File: src/rtl/sample_capture_dma_if.sv
`default_nettype none
// ============================================================================
//  Module   : sample_capture_dma_if
//  Brief    : Register-slave, SDRAM-master and sample-stream signals of
//             sample_capture_dma bundled into one interface.
//  Revision : 1.0
// ============================================================================
interface sample_capture_dma_if;
    logic        slave_waitrequest;
    logic [3:0]  slave_address;
    logic        slave_read;
    logic [31:0] slave_readdata;
    logic        slave_write;
    logic [31:0] slave_writedata;
    logic        master_waitrequest;
    logic [31:0] master_address;
    logic        master_write;
    logic [31:0] master_writedata;
    logic        snk_valid;
    logic        snk_ready;
    logic [31:0] snk_data;
    logic        done_pulse;

    // The capture block itself is the "slave" view; the system around it is the "master" view
    modport slave (
        output slave_waitrequest, slave_readdata,
        output master_address, master_write, master_writedata,
        output snk_ready, done_pulse,
        input  slave_address, slave_read, slave_write, slave_writedata,
        input  master_waitrequest, snk_valid, snk_data
    );

    modport master (
        input  slave_waitrequest, slave_readdata,
        input  master_address, master_write, master_writedata,
        input  snk_ready, done_pulse,
        output slave_address, slave_read, slave_write, slave_writedata,
        output master_waitrequest, snk_valid, snk_data
    );
endinterface
`default_nettype wire

File: src/rtl/sample_capture_dma.sv
`default_nettype none
// ============================================================================
//  Module   : sample_capture_dma
//  Brief    : Captures NUM_WORDS stream samples through a small FIFO and writes
//             them contiguously to SDRAM; started and polled via a register slave.
//  Revision : 1.0
// ============================================================================
module sample_capture_dma #(
    parameter logic [31:0] BASE_ADDR  = 32'h0000_6000,
    parameter int          NUM_WORDS  = 1024,
    parameter int          FIFO_DEPTH = 4
) (
    input  wire logic            clk,
    input  wire logic            rst,
    sample_capture_dma_if.slave  bus
);

    localparam int                C_PTR_W     = (FIFO_DEPTH > 1) ? $clog2(FIFO_DEPTH) : 1;
    localparam logic [31:0]       C_NUM_WORDS = 32'(NUM_WORDS);
    localparam logic [C_PTR_W:0]  C_DEPTH     = (C_PTR_W + 1)'(FIFO_DEPTH);
    localparam logic [C_PTR_W:0]  C_CNT_ONE   = (C_PTR_W + 1)'(1);
    localparam logic [C_PTR_W-1:0] C_PTR_ONE  = C_PTR_W'(1);

    typedef enum logic [1:0] {
        S_IDLE    = 2'd0,
        S_CAPTURE = 2'd1,
        S_FLUSH   = 2'd2,
        S_DONE    = 2'd3
    } state_t;

    state_t              r_state;
    state_t              w_state_next;

    logic [31:0]         r_base;
    logic [31:0]         r_addr;
    logic [31:0]         r_accepted;
    logic [31:0]         r_written;
    logic [31:0]         r_drops;
    logic                r_done;
    logic                r_overflow;

    logic [31:0]         r_mem [FIFO_DEPTH];
    logic [C_PTR_W-1:0]  r_wr_ptr;
    logic [C_PTR_W-1:0]  r_rd_ptr;
    logic [C_PTR_W:0]    r_count;

    logic                w_busy;
    logic                w_fifo_empty;
    logic                w_fifo_full;
    logic                w_below;
    logic                w_snk_ready;
    logic                w_push;
    logic                w_mwrite;
    logic                w_pop;
    logic                w_drop;
    logic                w_start;
    logic                w_start_ok;

    assign w_busy       = (r_state == S_CAPTURE) || (r_state == S_FLUSH);
    assign w_fifo_empty = (r_count == '0);
    assign w_fifo_full  = (r_count == C_DEPTH);
    assign w_below      = (r_accepted < C_NUM_WORDS);
    // Full FIFO blocks the stream even when a pop happens the same cycle
    assign w_snk_ready  = (r_state == S_CAPTURE) && !w_fifo_full && w_below;
    assign w_push       = bus.snk_valid && w_snk_ready;
    assign w_mwrite     = w_busy && !w_fifo_empty;
    assign w_pop        = w_mwrite && !bus.master_waitrequest;
    assign w_drop       = (r_state == S_CAPTURE) && bus.snk_valid && !w_snk_ready && w_below;
    assign w_start      = bus.slave_write && (bus.slave_address == 4'd0);
    assign w_start_ok   = w_start && (r_state == S_IDLE);

    assign bus.slave_waitrequest = 1'b0;
    assign bus.master_address    = r_addr;
    assign bus.master_write      = w_mwrite;
    assign bus.master_writedata  = r_mem[r_rd_ptr];
    assign bus.snk_ready         = w_snk_ready;
    assign bus.done_pulse        = (r_state == S_DONE);

    always_comb begin
        bus.slave_readdata = 32'd0;
        if (bus.slave_read) begin
            case (bus.slave_address)
                4'd0:    bus.slave_readdata = {29'd0, r_overflow, r_done, w_busy};
                4'd1:    bus.slave_readdata = r_base;
                4'd2:    bus.slave_readdata = r_written;
                4'd3:    bus.slave_readdata = r_drops;
                default: bus.slave_readdata = 32'd0;
            endcase
        end
    end

    always_ff @(posedge clk) begin
        if (rst) begin
            r_state <= S_IDLE;
        end else begin
            r_state <= w_state_next;
        end
    end

    always_comb begin
        w_state_next = r_state;
        case (r_state)
            S_IDLE:    if (w_start)                                      w_state_next = S_CAPTURE;
            S_CAPTURE: if (r_accepted == C_NUM_WORDS)                    w_state_next = S_FLUSH;
            S_FLUSH:   if (w_fifo_empty && (r_written == C_NUM_WORDS))   w_state_next = S_DONE;
            S_DONE:                                                      w_state_next = S_IDLE;
            default:                                                     w_state_next = S_IDLE;
        endcase
    end

    always_ff @(posedge clk) begin
        if (rst) begin
            r_base     <= BASE_ADDR;
            r_addr     <= BASE_ADDR;
            r_accepted <= 32'd0;
            r_written  <= 32'd0;
            r_drops    <= 32'd0;
            r_done     <= 1'b0;
            r_overflow <= 1'b0;
        end else begin
            if (bus.slave_write && (bus.slave_address == 4'd1)) begin
                r_base <= bus.slave_writedata & ~32'h3;
            end
            if (w_start_ok) begin
                r_accepted <= 32'd0;
                r_written  <= 32'd0;
                r_drops    <= 32'd0;
                r_done     <= 1'b0;
                r_overflow <= 1'b0;
                r_addr     <= r_base;
            end else begin
                if (w_push) begin
                    r_accepted <= r_accepted + 32'd1;
                end
                if (w_pop) begin
                    r_addr    <= r_addr + 32'd4;
                    r_written <= r_written + 32'd1;
                end
                if (w_drop) begin
                    r_overflow <= 1'b1;
                    if (r_drops != 32'hFFFF_FFFF) begin
                        r_drops <= r_drops + 32'd1;
                    end
                end
                if (r_state == S_DONE) begin
                    r_done <= 1'b1;
                end
            end
        end
    end

    // Sample FIFO: registered storage, head drives master_writedata directly
    always_ff @(posedge clk) begin
        if (rst) begin
            r_wr_ptr <= '0;
            r_rd_ptr <= '0;
            r_count  <= '0;
            for (int i = 0; i < FIFO_DEPTH; i++) begin
                r_mem[i] <= 32'd0;
            end
        end else begin
            if (w_push) begin
                r_mem[r_wr_ptr] <= bus.snk_data;
                r_wr_ptr        <= r_wr_ptr + C_PTR_ONE;
            end
            if (w_pop) begin
                r_rd_ptr <= r_rd_ptr + C_PTR_ONE;
            end
            case ({w_push, w_pop})
                2'b10:   r_count <= r_count + C_CNT_ONE;
                2'b01:   r_count <= r_count - C_CNT_ONE;
                default: r_count <= r_count;
            endcase
        end
    end

endmodule
`default_nettype wire

File: src/flat_wrapper.sv
// flat-port wrapper written by rule: the top's interface ports become plain ports
module sample_capture_dma_flat 
#(
    parameter logic [31:0] BASE_ADDR  = 32'h0000_6000,
    parameter int          NUM_WORDS  = 1024,
    parameter int          FIFO_DEPTH = 4
)
  (clk, rst, bus_slave_waitrequest, bus_slave_readdata, bus_master_address, bus_master_write, bus_master_writedata, bus_snk_ready, bus_done_pulse, bus_slave_address, bus_slave_read, bus_slave_write, bus_slave_writedata, bus_master_waitrequest, bus_snk_valid, bus_snk_data);
  sample_capture_dma_if bus_i ();
  input  wire logic clk;
  input  wire logic rst;
  output wire logic [$bits(bus_i.slave_waitrequest)-1:0] bus_slave_waitrequest;
  output wire logic [$bits(bus_i.slave_readdata)-1:0] bus_slave_readdata;
  output wire logic [$bits(bus_i.master_address)-1:0] bus_master_address;
  output wire logic [$bits(bus_i.master_write)-1:0] bus_master_write;
  output wire logic [$bits(bus_i.master_writedata)-1:0] bus_master_writedata;
  output wire logic [$bits(bus_i.snk_ready)-1:0] bus_snk_ready;
  output wire logic [$bits(bus_i.done_pulse)-1:0] bus_done_pulse;
  input wire logic [$bits(bus_i.slave_address)-1:0] bus_slave_address;
  input wire logic [$bits(bus_i.slave_read)-1:0] bus_slave_read;
  input wire logic [$bits(bus_i.slave_write)-1:0] bus_slave_write;
  input wire logic [$bits(bus_i.slave_writedata)-1:0] bus_slave_writedata;
  input wire logic [$bits(bus_i.master_waitrequest)-1:0] bus_master_waitrequest;
  input wire logic [$bits(bus_i.snk_valid)-1:0] bus_snk_valid;
  input wire logic [$bits(bus_i.snk_data)-1:0] bus_snk_data;
  assign bus_slave_waitrequest = bus_i.slave_waitrequest;
  assign bus_slave_readdata = bus_i.slave_readdata;
  assign bus_master_address = bus_i.master_address;
  assign bus_master_write = bus_i.master_write;
  assign bus_master_writedata = bus_i.master_writedata;
  assign bus_snk_ready = bus_i.snk_ready;
  assign bus_done_pulse = bus_i.done_pulse;
  assign bus_i.slave_address = bus_slave_address;
  assign bus_i.slave_read = bus_slave_read;
  assign bus_i.slave_write = bus_slave_write;
  assign bus_i.slave_writedata = bus_slave_writedata;
  assign bus_i.master_waitrequest = bus_master_waitrequest;
  assign bus_i.snk_valid = bus_snk_valid;
  assign bus_i.snk_data = bus_snk_data;
  sample_capture_dma #(.BASE_ADDR(BASE_ADDR), .NUM_WORDS(NUM_WORDS), .FIFO_DEPTH(FIFO_DEPTH)) u_core (.clk(clk), .rst(rst), .bus(bus_i));
endmodule
File: config.mk
export PLATFORM = sky130hd
export DESIGN_NAME = sample_capture_dma_flat
export DESIGN_NICKNAME = d
export VERILOG_FILES = /design/src/rtl/sample_capture_dma_if.sv /design/src/rtl/sample_capture_dma.sv /design/src/flat_wrapper.sv
export SDC_FILE = /design/constraint.sdc
export NUM_CORES = 1
export LEC_CHECK = 0
export BUFFER_PORTS_ARGS = -buffer_cell sky130_fd_sc_hd__buf_2
export CAP_MARGIN = 15
export CORE_MARGIN = 2
export CORE_UTILIZATION = 58
export DETAILED_ROUTE_END_ITERATION = 10
export GPL_TIMING_DRIVEN = 0
export PLACE_DENSITY = 0.9
export RECOVER_POWER = 25
export SLEW_MARGIN = 40
export SYNTH_ARGS = -nofsm -noshare
export SYNTH_HDL_FRONTEND = slang
export SYNTH_SLANG_ARGS = --single-unit
File: constraint.sdc
create_clock -name clk -period 5.7 [get_ports clk]
set_input_delay 1.71 -clock clk [delete_from_list [all_inputs] [get_ports clk]]
set_output_delay 1.71 -clock clk [all_outputs]
set_load 0.05 [all_outputs]
==> results of run 1 <==
## final timing paths
path                                                         start                                  to  cells past startpoint
worst max-delay path                          bus_slave_address[1]              bus_slave_readdata[22]                      7
worst max register to register  u_core.r_accepted[29]$_SDFFE_PP0P_    u_core.r_mem[1][2]$_SDFFCE_PN0P_                      6
worst min-delay path            u_core.r_accepted[18]$_SDFFE_PP0P_  u_core.r_accepted[18]$_SDFFE_PP0P_                      1
worst min register to register  u_core.r_accepted[18]$_SDFFE_PP0P_  u_core.r_accepted[18]$_SDFFE_PP0P_                      1
## area by class of cell
| cell class | count | share of cell area, % |
|---|---|---|
| sequential | 297 | 44.0 |
| clock inverter | 13 | 1.06 |
| multi-input combinational | 983 | 39.3 |
| inverter | 26 | 0.594 |
| clock buffer | 43 | 5.30 |
| buffer | 92 | 2.32 |
| tap | 324 | 2.47 |
| timing repair buffer | 170 | 4.98 |
## state kept, by name (all words and copies together) (netlist names), named ones only
signal	count
u_core.r_drops	32
u_core.r_rd_ptr	2
u_core.r_written	32
u_core.r_mem	128
u_core.r_done	1
u_core.r_overflow	1
u_core.r_base	30
u_core.r_accepted	32
u_core.r_count	3
u_core.r_wr_ptr	2
u_core.bus.master_address	30
u_core.r_state	2
## worst max-delay path, stage by stage
cell and delay [ns]:
clkbuf_1 0.26, nor2b_1 0.31, clkbuf_1 0.41, buf_1 0.38, a22oi_1 0.17, nor2_1 0.12
buf_2 0.27
## cells in the final DEF (no fill, tap or decap), types with 24 or more instances in the layout
cell type / count
a21oi_1: 74
nand4_1: 33
dfxtp_1: 169
clkbuf_16: 32
xnor2_1: 34
o31ai_1: 24
o21ai_0: 37
nor4_1: 35
a22oi_1: 31
mux4_2: 32
edfxtp_1: 128
or4_1: 28
nor2_1: 116
inv_1: 25
buf_2: 140
nand2_1: 130
clkbuf_1: 113
nand3_1: 41
and2_1: 133
## power by group through the flow
stage | sequential (mW) | combinational (mW) | clock [mW]
CTS | 2.33 | 0.479 | 2.08
global route | 2.33 | 0.505 | 2.17
floorplan | 2.38 | 0.305 | 0
finish | 2.33 | 0.475 | 2.09
detailed placement | 2.37 | 0.473 | 0
global placement | 2.37 | 0.450 | 0
## through the flow
stage	utilization [%]	setup TNS (ns)	cell area (µm²)
2_1_floorplan	-	0	14200
3_3_place_gp	63.8	-35.37	15400
3_5_place_dp	64.1	0	15500
4_1_cts	68.4	0	16500
5_1_grt	68.0	0	16400
6_report	68.0	0	16400
## kinds of logic after synthesis
logic type / count (synthesis) / share of synthesized area (%)
flops: 297 / 51.0
compound gates: 224 / 10.1
other cells: 1 / 0.0265
fa+ha+maj: 13 / 1.20
buf+inv: 119 / 3.38
mux: 58 / 7.12
xor+xnor: 47 / 2.90
simple gates: 638 / 24.2
## timing repair
item                       in CTS  in global routing
hold buffers                    0                  0
setup endpoints to repair       0                 10
hold endpoints to repair        0                  0
## layer usage
metal / routed length, µm / vias to the layer above / part of all wire, %
li1: - / 5516 / -
met1: 15500 / 5823 / 37
met2: 20200 / 775 / 48
met3: 4550 / 167 / 11
met4: 2080 / 4 / 4.9
met5: 23 / - / 0.054
==> impl_results.md, run 1 <==
- Outcome: completed
- Hold slack final: 0.465 ns
- WS Path Type: input pin to output port
- Endpoints failing setup: 0
- H-tree depth: 1
- Sequential cell area: 0.00723 mm²
- Placement Rows: 57
- Largest cells by area after synthesis: edfxtp_1 27%, dfxtp_1 24%, and2_1 6.8%
- Gpl congestion: 0.977
- IO buf count: 166
- IO Pins: 174
- Critical path endpoint category: output port
- Clock Sinks: 297
- Worst-Margin Slew: 1.29 ns
- Number of gates resized after CTS: 0
- Die width: 160 µm
- Leak: 5.84 nW
- Ys Warns: 0
- Reg2Reg Setup Slack: 1.39 ns
- Pin count of the biggest net entering global routing: 33
- Chip Height: 160 µm
- Routing usage on met1: 41.1%
- Switching component of the power: 1.26 mW
- Wire per inst: 21.8 µm
- Net Sw Frac: 25.7%
- Vias per cell: 6.31
- Maxcap violations: 0
- Synth Register Bits: 297
- CP max FO: 10
- Inserted Clock Buffers: 30
- Hold Crit Class: register to register
- Top FF cell, synth: dfxtp_1
- Min cycle time layout: 5.36 ns
- Met2 usage in global routing: 54.1%
- Power per cell area: 297 mW/mm²
- Vias after detailed routing: 12300
- Initial DRT Pass Iterations: 6
- GRT Max-Usage Layer: met2
- Yosys top cell area share: 27.1%
- Peak Freq: 0.187 GHz
- Global route total overflow: 0
- RSZ-0062 raised after global routing: false
- Met3 Usage GRT: 6.20%
- Post-synth EDFFs: 128
- Synthesized instance count: 1397
- Synth area leader: edfxtp_1
- Detailed Route WL: 42400 µm
- Worst clock skew: 0.0414 ns
- Max Root-Sink Buffers: 3
- ANT nets after route: 0
- Final Hold Viols: 0
- Clock Pin Slew Worst Setup and Hold Paths: 0.07 ns
- DRC errors left: 0
- CTS tree: built
- Internal Power: 3.64 mW
- Core Region: 0.0242 mm²
- # diodes: 0
- Number of global-route vias before repair: 11600
- CTS root buffer: clkbuf_16
- Most frequent cell after synthesis: dfxtp_1
- Share of layout cells above drive strength 1: 16.4%
- Initial detailed-routing violation count: 1424
- Worst skew pair latency: 0.59 ns
- Worst Path Required: 3.99 ns
- Multi-input gate area: 0.00647 mm²
- Area grow syn2layout: 16.0%
- Distinct cells, synth: 62
- Die area: 0.0257 mm²
- Seq/Total Area, Yosys: 51.0%
- Non-Filler Instances: 1948
- Max Slew Vio Count: 0
- CP Launch Type: input pin
- Tot Pwr: 4.89 mW
- Pre-CTS WS: 0.130 ns
- Post-CTS Setup Inserts: 0
- Peak VDD IR: 0.000214 V
- Final period util: 94.0%
- DP HPWL: 29900 µm
- First-pass GRT wire length: 64900 µm
- Initial antenna violation count: 2
- WP data arrival: 3.65 ns
- Initial Util: 58.6%
- Comb pwr share: 9.7%
- Gr usage total: 32.1%
- Syn avg cell area: 10.1 µm²
- Clock power frac: 42.7%
- Commonest cells post-synth: 169 x dfxtp_1, 153 x and2_1, 130 x nand2_1
- Cell area after synthesis: 0.0142 mm²
- Slack of the critical path: 0.341 ns
- Reg power frac: 47.6%
- Inst Count DP: 1893
- Fraction of registers with async set/reset: 0%
- Max-slew headroom: 13.0%
- Layout Nets: 1687
- Filler instances: 1756
Power figures use the tool's default switching activity.
==> run 2, diff against run 1 <==
--- a/config.mk
+++ b/config.mk
@@ -7,12 +7,12 @@
 export LEC_CHECK = 0
 export BUFFER_PORTS_ARGS = -buffer_cell sky130_fd_sc_hd__buf_2
 export CAP_MARGIN = 15
-export CORE_MARGIN = 2
 export CORE_UTILIZATION = 58
 export DETAILED_ROUTE_END_ITERATION = 10
 export GPL_TIMING_DRIVEN = 0
 export PLACE_DENSITY = 0.9
 export RECOVER_POWER = 25
+export SETUP_SLACK_MARGIN = 0.05
 export SLEW_MARGIN = 40
 export SYNTH_ARGS = -nofsm -noshare
 export SYNTH_HDL_FRONTEND = slang
==> impl_results.md, run 2 (synthesis gave the netlist of run 1 again) <==
- Worst skew pair latency: 0.58 ns
- Switching component of the power: 1.26 mW
- RSZ-0062 raised after global routing: false
- Routing usage on met1: 40.4%
- Endpoints failing setup: 0
- Pin count of the biggest net entering global routing: 33
- ANT nets after route: 0
- Post-layout instance area: 0.0165 mm²
- CP max FO: 10
- Initial DRT Pass Iterations: 6
- Initial detailed-routing violation count: 1400
- Net Sw Frac: 25.3%
- Gpl congestion: 0.993
- Layout Utilization: 69.7%
- Initial Util: 59.8%
- Peak VDD IR: 0.000243 V
- CP Launch Type: input pin
- Peak Freq: 0.184 GHz
- Worst-Margin Slew: 1.32 ns
- Comb pwr share: 9.7%
- Critical path endpoint category: output port
- Leak: 5.87 nW
- Placement Rows: 56
- Sequential cell area: 0.00723 mm²
- Max Slew Vio Count: 0
- Filler instances: 1671
- Die area: 0.0251 mm²
- Hold-fix buffers, CTS: 0
- Layout Nets: 1687
- Inserted Clock Buffers: 30
- WS Path Type: input pin to output port
- Number of global-route vias before repair: 11600
- Gr usage total: 33.1%
- Dpl cell area: 0.0155 mm²
- Commonest non-fill, non-tap cells in the layout: 169 x dfxtp_1, 139 x and2_1, 139 x buf_2, 130 x nand2_1, 128 x edfxtp_1
- Commonest non-fill, non-tap cell in the layout: dfxtp_1
- Max FFs per register: 128
- Worst clock skew: 0.0301 ns
- Min cycle time layout: 5.45 ns
- Clock Sinks: 297
- Outcome: completed
- Internal Power: 3.73 mW
- Met2 usage in global routing: 56.8%
- CTS root buffer: clkbuf_16
- Worst Path Required: 3.99 ns
- Reg power frac: 46.7%
- Wire per inst: 21.5 µm
- Clock power frac: 43.7%
- Final period util: 95.6%
- Max Root-Sink Buffers: 3
- Largest Register: u_core.r_mem
- Initial antenna violation count: 2
- Hold Crit Class: register to register
- Chip Height: 158 µm
- Vias after detailed routing: 12300
- Met3 Usage GRT: 5.53%
- Area grow syn2layout: 16.5%
- GRT Max-Usage Layer: met2
- Detailed Route WL: 41800 µm
- CTS tree: built
- Maxcap violations: 0
- Core Region: 0.0237 mm²
- Share of layout cells above drive strength 1: 16.7%
- Power per cell area: 302 mW/mm²
- Die width: 158 µm
- IO buf count: 166
- Max-slew headroom: 11.1%
- Clock Pin Slew Worst Setup and Hold Paths: 0.06 ns
- H-tree depth: 1
- Global route total overflow: 0
- WP data arrival: 3.74 ns
- DRC errors left: 0
- First-pass GRT wire length: 63100 µm
- DP HPWL: 28600 µm
- Vias per cell: 6.33
- IO Pins: 174
- Multi-input gate area: 0.00648 mm²
- Final TNS setup: 0 ns
- Final Hold Viols: 0
-- run 2: changes by cell type in the layout (fill, tap and decap cells not counted), moves of 2 or more --
cell       change
and2_0         -6
and2_1         +6
bufinv_16      +2
clkbuf_1       -4
clkbuf_8       +3
clkinv_2       -2
clkinv_4       +2
diode_2        +2
inv_1          +2
-- run 2: what timing repair did --
action | in CTS | in global routing
gates resized for setup | 0 | 2
endpoints found under the setup margin | 0 | 10
setup buffers | 0 | 0
-- run 2: cell type report --
cell class / count / share of cell area [%]
Tap cell: 319 / 2.42
Timing Repair Buffer: 169 / 4.87
Buffer: 93 / 2.33
Clock inverter: 17 / 1.50
Multi-Input combinational cell: 983 / 39.2
Antenna cell: 2 / 0.0303
Clock buffer: 39 / 5.24
Sequential cell: 297 / 43.8
Inverter: 26 / 0.591
-- run 2: final timing paths --
check	start	slack, ns	depth (start not counted)	to
worst min-delay path	u_core.r_accepted[20]$_SDFFE_PP0P_	0.46	1	u_core.r_accepted[20]$_SDFFE_PP0P_
worst max register to register	u_core.r_accepted[30]$_SDFFE_PP0P_	1.67	6	u_core.r_mem[1][15]$_SDFFCE_PN0P_
worst max-delay path	bus_slave_address[0]	0.25	7	bus_slave_readdata[7]
worst min register to register	u_core.r_accepted[20]$_SDFFE_PP0P_	0.46	1	u_core.r_accepted[20]$_SDFFE_PP0P_
-- run 2: worst max-delay path, cell delays in order --
cell      delay [ns]
buf_2           0.11
clkbuf_1        0.40
buf_1           0.51
mux2_2          0.43
a22oi_1         0.19
nor2_1          0.12
buf_2           0.25
-- run 2: through the flow --
stage	hold slack, ns	instances	worst slack, ns	total power, mW
finish	0.465	1945	0.251	4.99
global route	0.490	1943	0.0860	5.12
floorplan	0.430	1399	0.379	2.69
CTS	0.467	1943	0.186	4.99
global placement	0.443	1884	-1.07	2.82
detailed placement	0.447	1887	0.193	2.84
-- run 2: metal layers --
layer / vias up / share of wire, %
met5: - / 0.029
met4: 2 / 5.1
met3: 155 / 10
met2: 849 / 48
met1: 5805 / 37
li1: 5508 / -
-- run 2: power by group through the flow --
stage          sequential, mW  clock (mW)  combinational [mW]
3_5_place_dp             2.37           0               0.472
6_report                 2.33        2.18               0.482
5_1_grt                  2.33        2.27               0.511
2_1_floorplan            2.38           0               0.305
3_3_place_gp             2.37           0               0.451
4_1_cts                  2.33        2.18               0.483
